===== config.mk =====
export PLATFORM = sky130hd
export DESIGN_NAME = edge_count_sequencer
export DESIGN_NICKNAME = d
export VERILOG_FILES = /design/src/rtl/edge_count_sequencer.sv
export SDC_FILE = /design/constraint.sdc
export NUM_CORES = 1
export LEC_CHECK = 0
export CAP_MARGIN = 5
export CORE_UTILIZATION = 53
export CTS_BUF_LIST = sky130_fd_sc_hd__clkbuf_4
export DETAILED_ROUTE_END_ITERATION = 10
export PLACE_DENSITY = 0.94
export SYNTH_ARGS = -nofsm -noshare
export SYNTH_HDL_FRONTEND = slang
export SYNTH_SLANG_ARGS = --single-unit

===== constraint.sdc =====
create_clock -name clk -period 2.3 [get_ports clk]
set_input_delay 0.46 -clock clk [delete_from_list [all_inputs] [get_ports clk]]
set_output_delay 0.46 -clock clk [all_outputs]
set_load 0.02 [all_outputs]

===== src/rtl/edge_count_sequencer.sv =====
// ---------------------------------------------------------------------------
// edge_count_sequencer
//   Steps a WIDTH-bit stimulus vector from 0 up to a latched last value,
//   holding each value for STEP_CYCLES clocks.  While the run is active it
//   counts rising edges of a masked view of the stimulus.  When the last
//   value has been held for its full dwell, the count is compared with the
//   latched expected value and a one-cycle done pulse is raised together
//   with the pass verdict.
//
//   Build option EDGE_ANY_BIT_EN:
//     defined   -> the edge source is |(stim & mask), i.e. the masked vector
//                  leaving the all-zero value.
//     undefined -> the edge source is stim[0] & mask[0] (default).
// ---------------------------------------------------------------------------
module edge_count_sequencer #(
    parameter int WIDTH       = 4,
    parameter int CNT_W       = 4,
    parameter int STEP_CYCLES = 10
) (
    input  logic             clk,
    input  logic             rst_n,
    input  logic             start,
    input  logic [WIDTH-1:0] mask,
    input  logic [WIDTH-1:0] last_val,
    input  logic [CNT_W-1:0] expected,
    output logic [WIDTH-1:0] stim,
    output logic             edge_pulse,
    output logic [CNT_W-1:0] edge_count,
    output logic             busy,
    output logic             done,
    output logic             pass
);

    // Dwell counter only has to reach STEP_CYCLES-1.
    localparam int DW = (STEP_CYCLES > 2) ? $clog2(STEP_CYCLES) : 1;

    localparam logic [DW-1:0]    LAST_DWELL = DW'(STEP_CYCLES - 1);
    localparam logic [DW-1:0]    DWELL_ONE  = DW'(1'b1);
    localparam logic [WIDTH-1:0] STIM_ONE   = WIDTH'(1'b1);
    localparam logic [CNT_W-1:0] CNT_ONE    = CNT_W'(1'b1);
    localparam logic [CNT_W-1:0] CNT_MAX    = {CNT_W{1'b1}};

    // Selects which masked stimulus bits feed the edge source; the rest of
    // the datapath is identical in both builds.
`ifdef EDGE_ANY_BIT_EN
    localparam logic [WIDTH-1:0] SIG_SEL = {WIDTH{1'b1}};
`else
    localparam logic [WIDTH-1:0] SIG_SEL = WIDTH'(1'b1);
`endif

    typedef enum logic [1:0] {
        ST_IDLE  = 2'd0,
        ST_RUN   = 2'd1,
        ST_CHECK = 2'd2
    } state_t;

    state_t           state_q, state_d;
    logic [WIDTH-1:0] stim_q, stim_d;
    logic [DW-1:0]    dwell_q, dwell_d;
    logic [WIDTH-1:0] mask_q, mask_d;
    logic [WIDTH-1:0] last_q, last_d;
    logic [CNT_W-1:0] exp_q, exp_d;
    logic             prev_q, prev_d;
    logic [CNT_W-1:0] edge_count_q, edge_count_d;
    logic             busy_q, busy_d;
    logic             done_q, done_d;
    logic             pass_q, pass_d;

    logic             sig_s;
    logic             edge_pulse_s;
    logic [CNT_W-1:0] count_next_s;

    // Edge source and rising-edge detect, both decoded from registers only.
    always_comb begin
        sig_s        = |(stim_q & mask_q & SIG_SEL);
        edge_pulse_s = (state_q == ST_RUN) & sig_s & ~prev_q;
    end

    // Saturating edge counter update (never wraps back to zero).
    always_comb begin
        count_next_s = edge_count_q;
        if (edge_pulse_s && (edge_count_q != CNT_MAX)) begin
            count_next_s = edge_count_q + CNT_ONE;
        end else begin
            count_next_s = edge_count_q;
        end
    end

    // Next-state and datapath decode for the IDLE/RUN/CHECK sequencer.
    always_comb begin
        state_d      = state_q;
        stim_d       = stim_q;
        dwell_d      = dwell_q;
        mask_d       = mask_q;
        last_d       = last_q;
        exp_d        = exp_q;
        prev_d       = prev_q;
        edge_count_d = edge_count_q;
        busy_d       = busy_q;
        done_d       = 1'b0;
        pass_d       = pass_q;

        case (state_q)
            ST_IDLE: begin
                if (start) begin
                    // Accept a run: capture the configuration and clear
                    // everything the run builds up.
                    state_d      = ST_RUN;
                    mask_d       = mask;
                    last_d       = last_val;
                    exp_d        = expected;
                    stim_d       = {WIDTH{1'b0}};
                    dwell_d      = {DW{1'b0}};
                    edge_count_d = {CNT_W{1'b0}};
                    prev_d       = 1'b0;
                    pass_d       = 1'b0;
                    busy_d       = 1'b1;
                end else begin
                    busy_d = 1'b0;
                end
            end

            ST_RUN: begin
                prev_d       = sig_s;
                edge_count_d = count_next_s;
                busy_d       = 1'b1;
                if (dwell_q == LAST_DWELL) begin
                    dwell_d = {DW{1'b0}};
                    if (stim_q == last_q) begin
                        // Final value fully held: stim stays put and the
                        // verdict uses the count including this cycle.
                        state_d = ST_CHECK;
                        done_d  = 1'b1;
                        pass_d  = (count_next_s == exp_q);
                    end else begin
                        stim_d = stim_q + STIM_ONE;
                    end
                end else begin
                    dwell_d = dwell_q + DWELL_ONE;
                end
            end

            ST_CHECK: begin
                // One-cycle verdict state; start is not looked at here, so a
                // held start re-arms from IDLE on the following cycle.
                state_d = ST_IDLE;
                busy_d  = 1'b0;
            end

            default: begin
                state_d = ST_IDLE;
                busy_d  = 1'b0;
                done_d  = 1'b0;
            end
        endcase
    end

    // State and datapath registers; async reset clears everything.
    always_ff @(posedge clk or negedge rst_n) begin
        if (!rst_n) begin
            state_q      <= ST_IDLE;
            stim_q       <= {WIDTH{1'b0}};
            dwell_q      <= {DW{1'b0}};
            mask_q       <= {WIDTH{1'b0}};
            last_q       <= {WIDTH{1'b0}};
            exp_q        <= {CNT_W{1'b0}};
            prev_q       <= 1'b0;
            edge_count_q <= {CNT_W{1'b0}};
            busy_q       <= 1'b0;
            done_q       <= 1'b0;
            pass_q       <= 1'b0;
        end else begin
            state_q      <= state_d;
            stim_q       <= stim_d;
            dwell_q      <= dwell_d;
            mask_q       <= mask_d;
            last_q       <= last_d;
            exp_q        <= exp_d;
            prev_q       <= prev_d;
            edge_count_q <= edge_count_d;
            busy_q       <= busy_d;
            done_q       <= done_d;
            pass_q       <= pass_d;
        end
    end

    assign stim       = stim_q;
    assign edge_pulse = edge_pulse_s;
    assign edge_count = edge_count_q;
    assign busy       = busy_q;
    assign done       = done_q;
    assign pass       = pass_q;

endmodule

==> results of run 1 <==
## power breakdown
part / total (mW) / internal [mW] / switching (mW)
sequential: 0.901 / 0.673 / 0.228
combinational: 1.08 / 0.546 / 0.537
clock: 0.210 / 0.0666 / 0.143
## path summary, 6_finish.rpt
kind                                 end       start  slack, ns  depth (start not counted)
worst max-delay path                pass  state_q[1]       0.26                          5
worst min-delay path             stim[1]       rst_n       0.47                          2
worst max register to register      pass  state_q[1]       0.26                          5
worst min register to register  exp_q[2]    exp_q[2]       0.55                          1
max in group asynchronous        stim[0]       rst_n       1.56                          2
min in group clk                exp_q[2]    exp_q[2]       0.55                          1
## Yosys cell counts (2+ instances only)
cell,number,area (um^2)
nand2_1,9,33.8
a22o_1,4,35.0
o41ai_1,2,17.5
a211oi_1,2,15.0
nand3_1,2,10.0
nand2b_1,3,18.8
and3_1,2,12.5
buf_2,2,10.0
nor2_1,8,30.0
xnor2_1,6,52.6
o22ai_1,2,12.5
dfrtp_1,27,676
nor2b_1,2,12.5
inv_1,4,15.0
ha_1,4,50.1
mux2_2,11,124
o21ai_0,5,25.0
xor2_1,6,52.6
a21o_1,2,15.0
mux2i_1,2,20.0
nor3_1,2,10.0
## kinds of logic after synthesis
family,after synthesis,share of synthesized area
simple gates,33,0.141
flops,27,0.494
compound gates,21,0.128
mux,13,0.105
xor+xnor,12,0.0769
buf+inv,6,0.0183
fa+ha+maj,4,0.0366
## layout make-up
cell class / instances / area [um^2] / area share
Sequential cell: 27 / 677 / 0.400
Multi-Input combinational cell: 83 / 676 / 0.400
Timing Repair Buffer: 26 / 255 / 0.151
Tap cell: 30 / 37.5 / 0.0222
Clock buffer: 3 / 22.5 / 0.0133
Inverter: 4 / 15.0 / 0.00888
Clock inverter: 1 / 7.51 / 0.00444
## state kept, by name, indices dropped and copies added, names as in the netlist
register and flops:
edge_count 4, exp_q 4, mask_q 1, state_q 2, last_q 4, prev_q 1, busy 1, pass 1
dwell_q 4, stim 4, done 1
## through the flow
step	util	hold slack (ns)	power [mW]	setup slack [ns]	instance area (um^2)
after floorplan	-	0.164	1.62	0.402	1370
after global placement	0.671	0.511	1.91	0.337	1650
after detailed placement	0.671	0.521	1.97	0.251	1650
after CTS	0.688	0.479	2.20	0.0227	1690
after global routing	0.689	0.511	2.34	0.164	1690
final	0.689	0.472	2.19	0.259	1690
## timing repair
item                                    in CTS  in global routing
gates resized for setup                      2                  1
endpoints found under the setup margin       1                  1
cloned                                       0                  0
## per-layer routing
| layer | global-route usage | up-vias | wire length [um] |
|---|---|---|---|
| met5 | 0 | - | 0 |
| met4 | 0.0658 | 0 | 10 |
| met3 | 0.0290 | 2 | 85 |
| met2 | 0.409 | 23 | 1410 |
| met1 | 0.232 | 491 | 1090 |
| li1 | - | 468 | - |
## critical path: cells and delay by family, from the launching register on
| kind | cells | cell delay, ns |
|---|---|---|
| AOI/OAI and AO/OA | 2 | 0.78 |
| DFF | 1 | 0.48 |
| muxes | 1 | 0.29 |
| and+or+nand+nor | 1 | 0.26 |
| xor gates and xnor gates | 1 | 0.11 |
==> results.cfg, run 1 <==
[outcome]
status = finished clean

[timing]
clock-skew-final_ns = 0.0124
timing.fmax_mhz = 490
rsz0062_at_grt = no
worstMarginPinSlew_ns = 0.550
setup_tns_ns = 0
slew_viol_final = 0
fin_crit_ns = 2.04
finalCritPeriodShare = 0.887
setup_viol = 0
hold_viol = 0
slew_headroom = 0.629

[yosys]
synth_area_um2 = 1370
ys_types = 30
async_flop_share = 1.00
synth_nets = 135
ys_ff_latch = 27
synth-main-ff-cell = dfrtp_1
avgSynthCellArea_um2 = 11.8
syn_inst = 116
ys_warn_count = 0
synth_edf_count = 0
ys_seq_area_frac = 0.494

[place]
dp_cells = 170
port_buffers = 23
post-dp-hpwl_um = 1870
gp_congestion = 0.780

[global_routing]
grt_pass1_wl_um = 4250
grt_max_degree = 28
grtUsageTotal = 0.211
grt_overflow = 0
grt_pass1_vias = 1002
antenna_found_initial = 0

[worst_setup_path]
path_class = register to register
crit_required_ns = 2.52
end_kind = register
start_kind = register
max_stage_delay_ns = 0.48
worstPathCellList = nand4b_4 -> a311oi_4 -> mux2i_1 -> xnor2_1 -> o41ai_2
critPathSlowestCell = dfrtp_1
worstPathMaxFanout = 7
cp.arrival_ns = 2.26

[clocking]
cts_buffer_depth = 2
post_cts_buffers = 0
clkSinkCount = 27
clk_pin_slew_worst_paths_ns = 0.15
postCtsHoldBufs = 0
cts_htree_levels = 1
cts_buffers = 3
clock_latency_ns = 0.33
cts_tree = built
cts_root_buf = clkbuf_4

[route]
vias_per_cell = 5.66
wl_per_cell_um = 14.9
wl_um = 2600
ant_nets = 0
vias = 984
first_iter_violations = 15
dr.pass1.iters = 4
drc_errors = 0

[pwr]
p_per_area_nw_per_um2 = 1300
leakagePower_nw = 0.723
vdd_drop_max_mv = 0.908

[finish]
final_cell_count_no_fill = 174
diodes = 0
syn_to_final_growth_pct = 23.6
layout_common_cells = dfrtp_1, clkdlybuf4s50_1, mux2_2
drive_above_1_share = 0.167
nNetsFinal = 164
layout_commonest_cell = dfrtp_1
nFillCells = 186

[worst_hold_path]
hold_path_class = primary input to async pin

[floorplan]
num_rows = 18
fp.dieW_um = 52.8
start_util = 0.557
pin_count = 27
die_area_um2 = 2790
core_um2 = 2450
die_h_um = 52.8

[job]
maxCapViolCount = 0
(Power assumes the default switching activity.)
==> run 2, diff against run 1 <==
CAP_MARGIN = 20   (was 5)
GPL_ROUTABILITY_DRIVEN = 0   (was default)
SKIP_CTS_REPAIR_TIMING = 1   (was default)
==> run 2 against run 1 <==
Critical path depth unchanged; clock skew shrank 0.00058 ns; via count unchanged; fmax grew 0.13%; largest power group unchanged; highest routed layer unchanged.
==> results.cfg, run 2 (same netlist as run 1, synthesis figures left out) <==
[finish]
drive_above_1_share = 0.167
layout_common_cells = dfrtp_1, clkdlybuf4s50_1, mux2_2
nNetsFinal = 164
multi_input_area_um2 = 676
syn_to_final_growth_pct = 23.6
final_cell_count_no_fill = 174
diodes = 0
ff_latch_area_um2 = 677
nFillCells = 186
layout_commonest_cell = dfrtp_1

[timing]
slew_viol_final = 0
setup_tns_ns = 0
fin_crit_ns = 2.04
clock-skew-final_ns = 0.0118
fin_hold_ws_ns = 0.469
hold_viol = 0
setup_viol = 0
rsz0062_at_grt = no
timing.fmax_mhz = 491
slew_headroom = 0.628
worstMarginPinSlew_ns = 0.552
finalCritPeriodShare = 0.886

[floorplan]
start_util = 0.557
pin_count = 27
die_area_um2 = 2790
die_h_um = 52.8
fp.dieW_um = 52.8
num_rows = 18
core_um2 = 2450

[clocking]
cts_buffer_depth = 2
clock_latency_ns = 0.33
cts_root_buf = clkbuf_4
cts_buffers = 3
clk_pin_slew_worst_paths_ns = 0.15
clkSinkCount = 27
cts_htree_levels = 1
cts_tree = built

[route]
first_iter_violations = 17
drc_errors = 0
vias = 984
wl_per_cell_um = 14.9
top_layer = met4
dr.pass1.iters = 4
wl_um = 2590
wl_met2_um = 1420
wl_met1_um = 1070
vias_per_cell = 5.66
ant_nets = 0
route.met3.wl_um = 95

[worst_setup_path]
crit_required_ns = 2.52
critPathSlowestCell = dfrtp_1
rrSetupSlack_ns = 0.26
crit_family = compound AO/OA/AOI/OAI gates
worstPathMaxFanout = 7
worstPathCellList = nand4b_4 -> a311oi_4 -> mux2i_1 -> xnor2_1 -> o41ai_2
path_class = register to register
end_kind = register
crit_buf_inv = 0
max_stage_delay_ns = 0.48
cp.arrival_ns = 2.26
start_kind = register

[global_routing]
antenna_found_initial = 0
grt_pass1_vias = 995
grt_max_degree = 28
grt_pass1_wl_um = 4200
grtUsageTotal = 0.208
grt_overflow = 0

[pwr]
leakagePower_nw = 0.723
p_per_area_nw_per_um2 = 1300
vdd_drop_max_mv = 0.908

[place]
post-dp-hpwl_um = 1870
port_buffers = 23
dp_cells = 170

[worst_hold_path]
hold_path_class = primary input to async pin

[outcome]
status = finished clean

[job]
maxCapViolCount = 0
[run 2: cell counts in the layout (fill, tap and decap cells not counted)]
No cell type changed its count.
[run 2: routing by layer]
metal,up-vias,track usage
met5,-,0
met4,0,0.0658
met3,2,0.0290
met2,25,0.403
met1,489,0.228
li1,468,-
[run 2: cell type report]
type / count / share of cell area
Multi-Input combinational cell: 83 / 0.400
Clock inverter: 1 / 0.00444
Tap cell: 30 / 0.0222
Clock buffer: 3 / 0.0133
Timing Repair Buffer: 26 / 0.151
Inverter: 4 / 0.00888
Sequential cell: 27 / 0.400
[run 2: power by group]
part	internal, mW	total, mW	switching (mW)
Sequential	0.673	0.901	0.228
Combinational	0.546	1.08	0.537
Clock	0.0666	0.210	0.144
[run 2: worst paths after layout]
path | from | end | depth (start not counted)
worst max-delay path | state_q[1] | pass | 5
worst min-delay path | rst_n | stim[1] | 2
worst max register to register | state_q[1] | pass | 5
worst min register to register | exp_q[2] | exp_q[2] | 1
max in group asynchronous | rst_n | stim[0] | 2
min in group clk | exp_q[2] | exp_q[2] | 1
[run 2: worst reg2reg max path: cells and delay by family, from the launching register on]
kind	cells	cell delay, ns
compound gates	2	0.78
simple gates	1	0.26
mux	1	0.30
xor+xnor	1	0.11
flops	1	0.48
[run 2: stage by stage]
stage	power, mW	util	worst slack [ns]	area [um^2]
CTS	2.19	0.683	-0.0910	1680
floorplan	1.62	-	0.402	1370
global placement	1.91	0.671	0.337	1650
finish	2.19	0.689	0.262	1690
detailed placement	1.97	0.671	0.251	1650
global route	2.34	0.689	0.164	1690
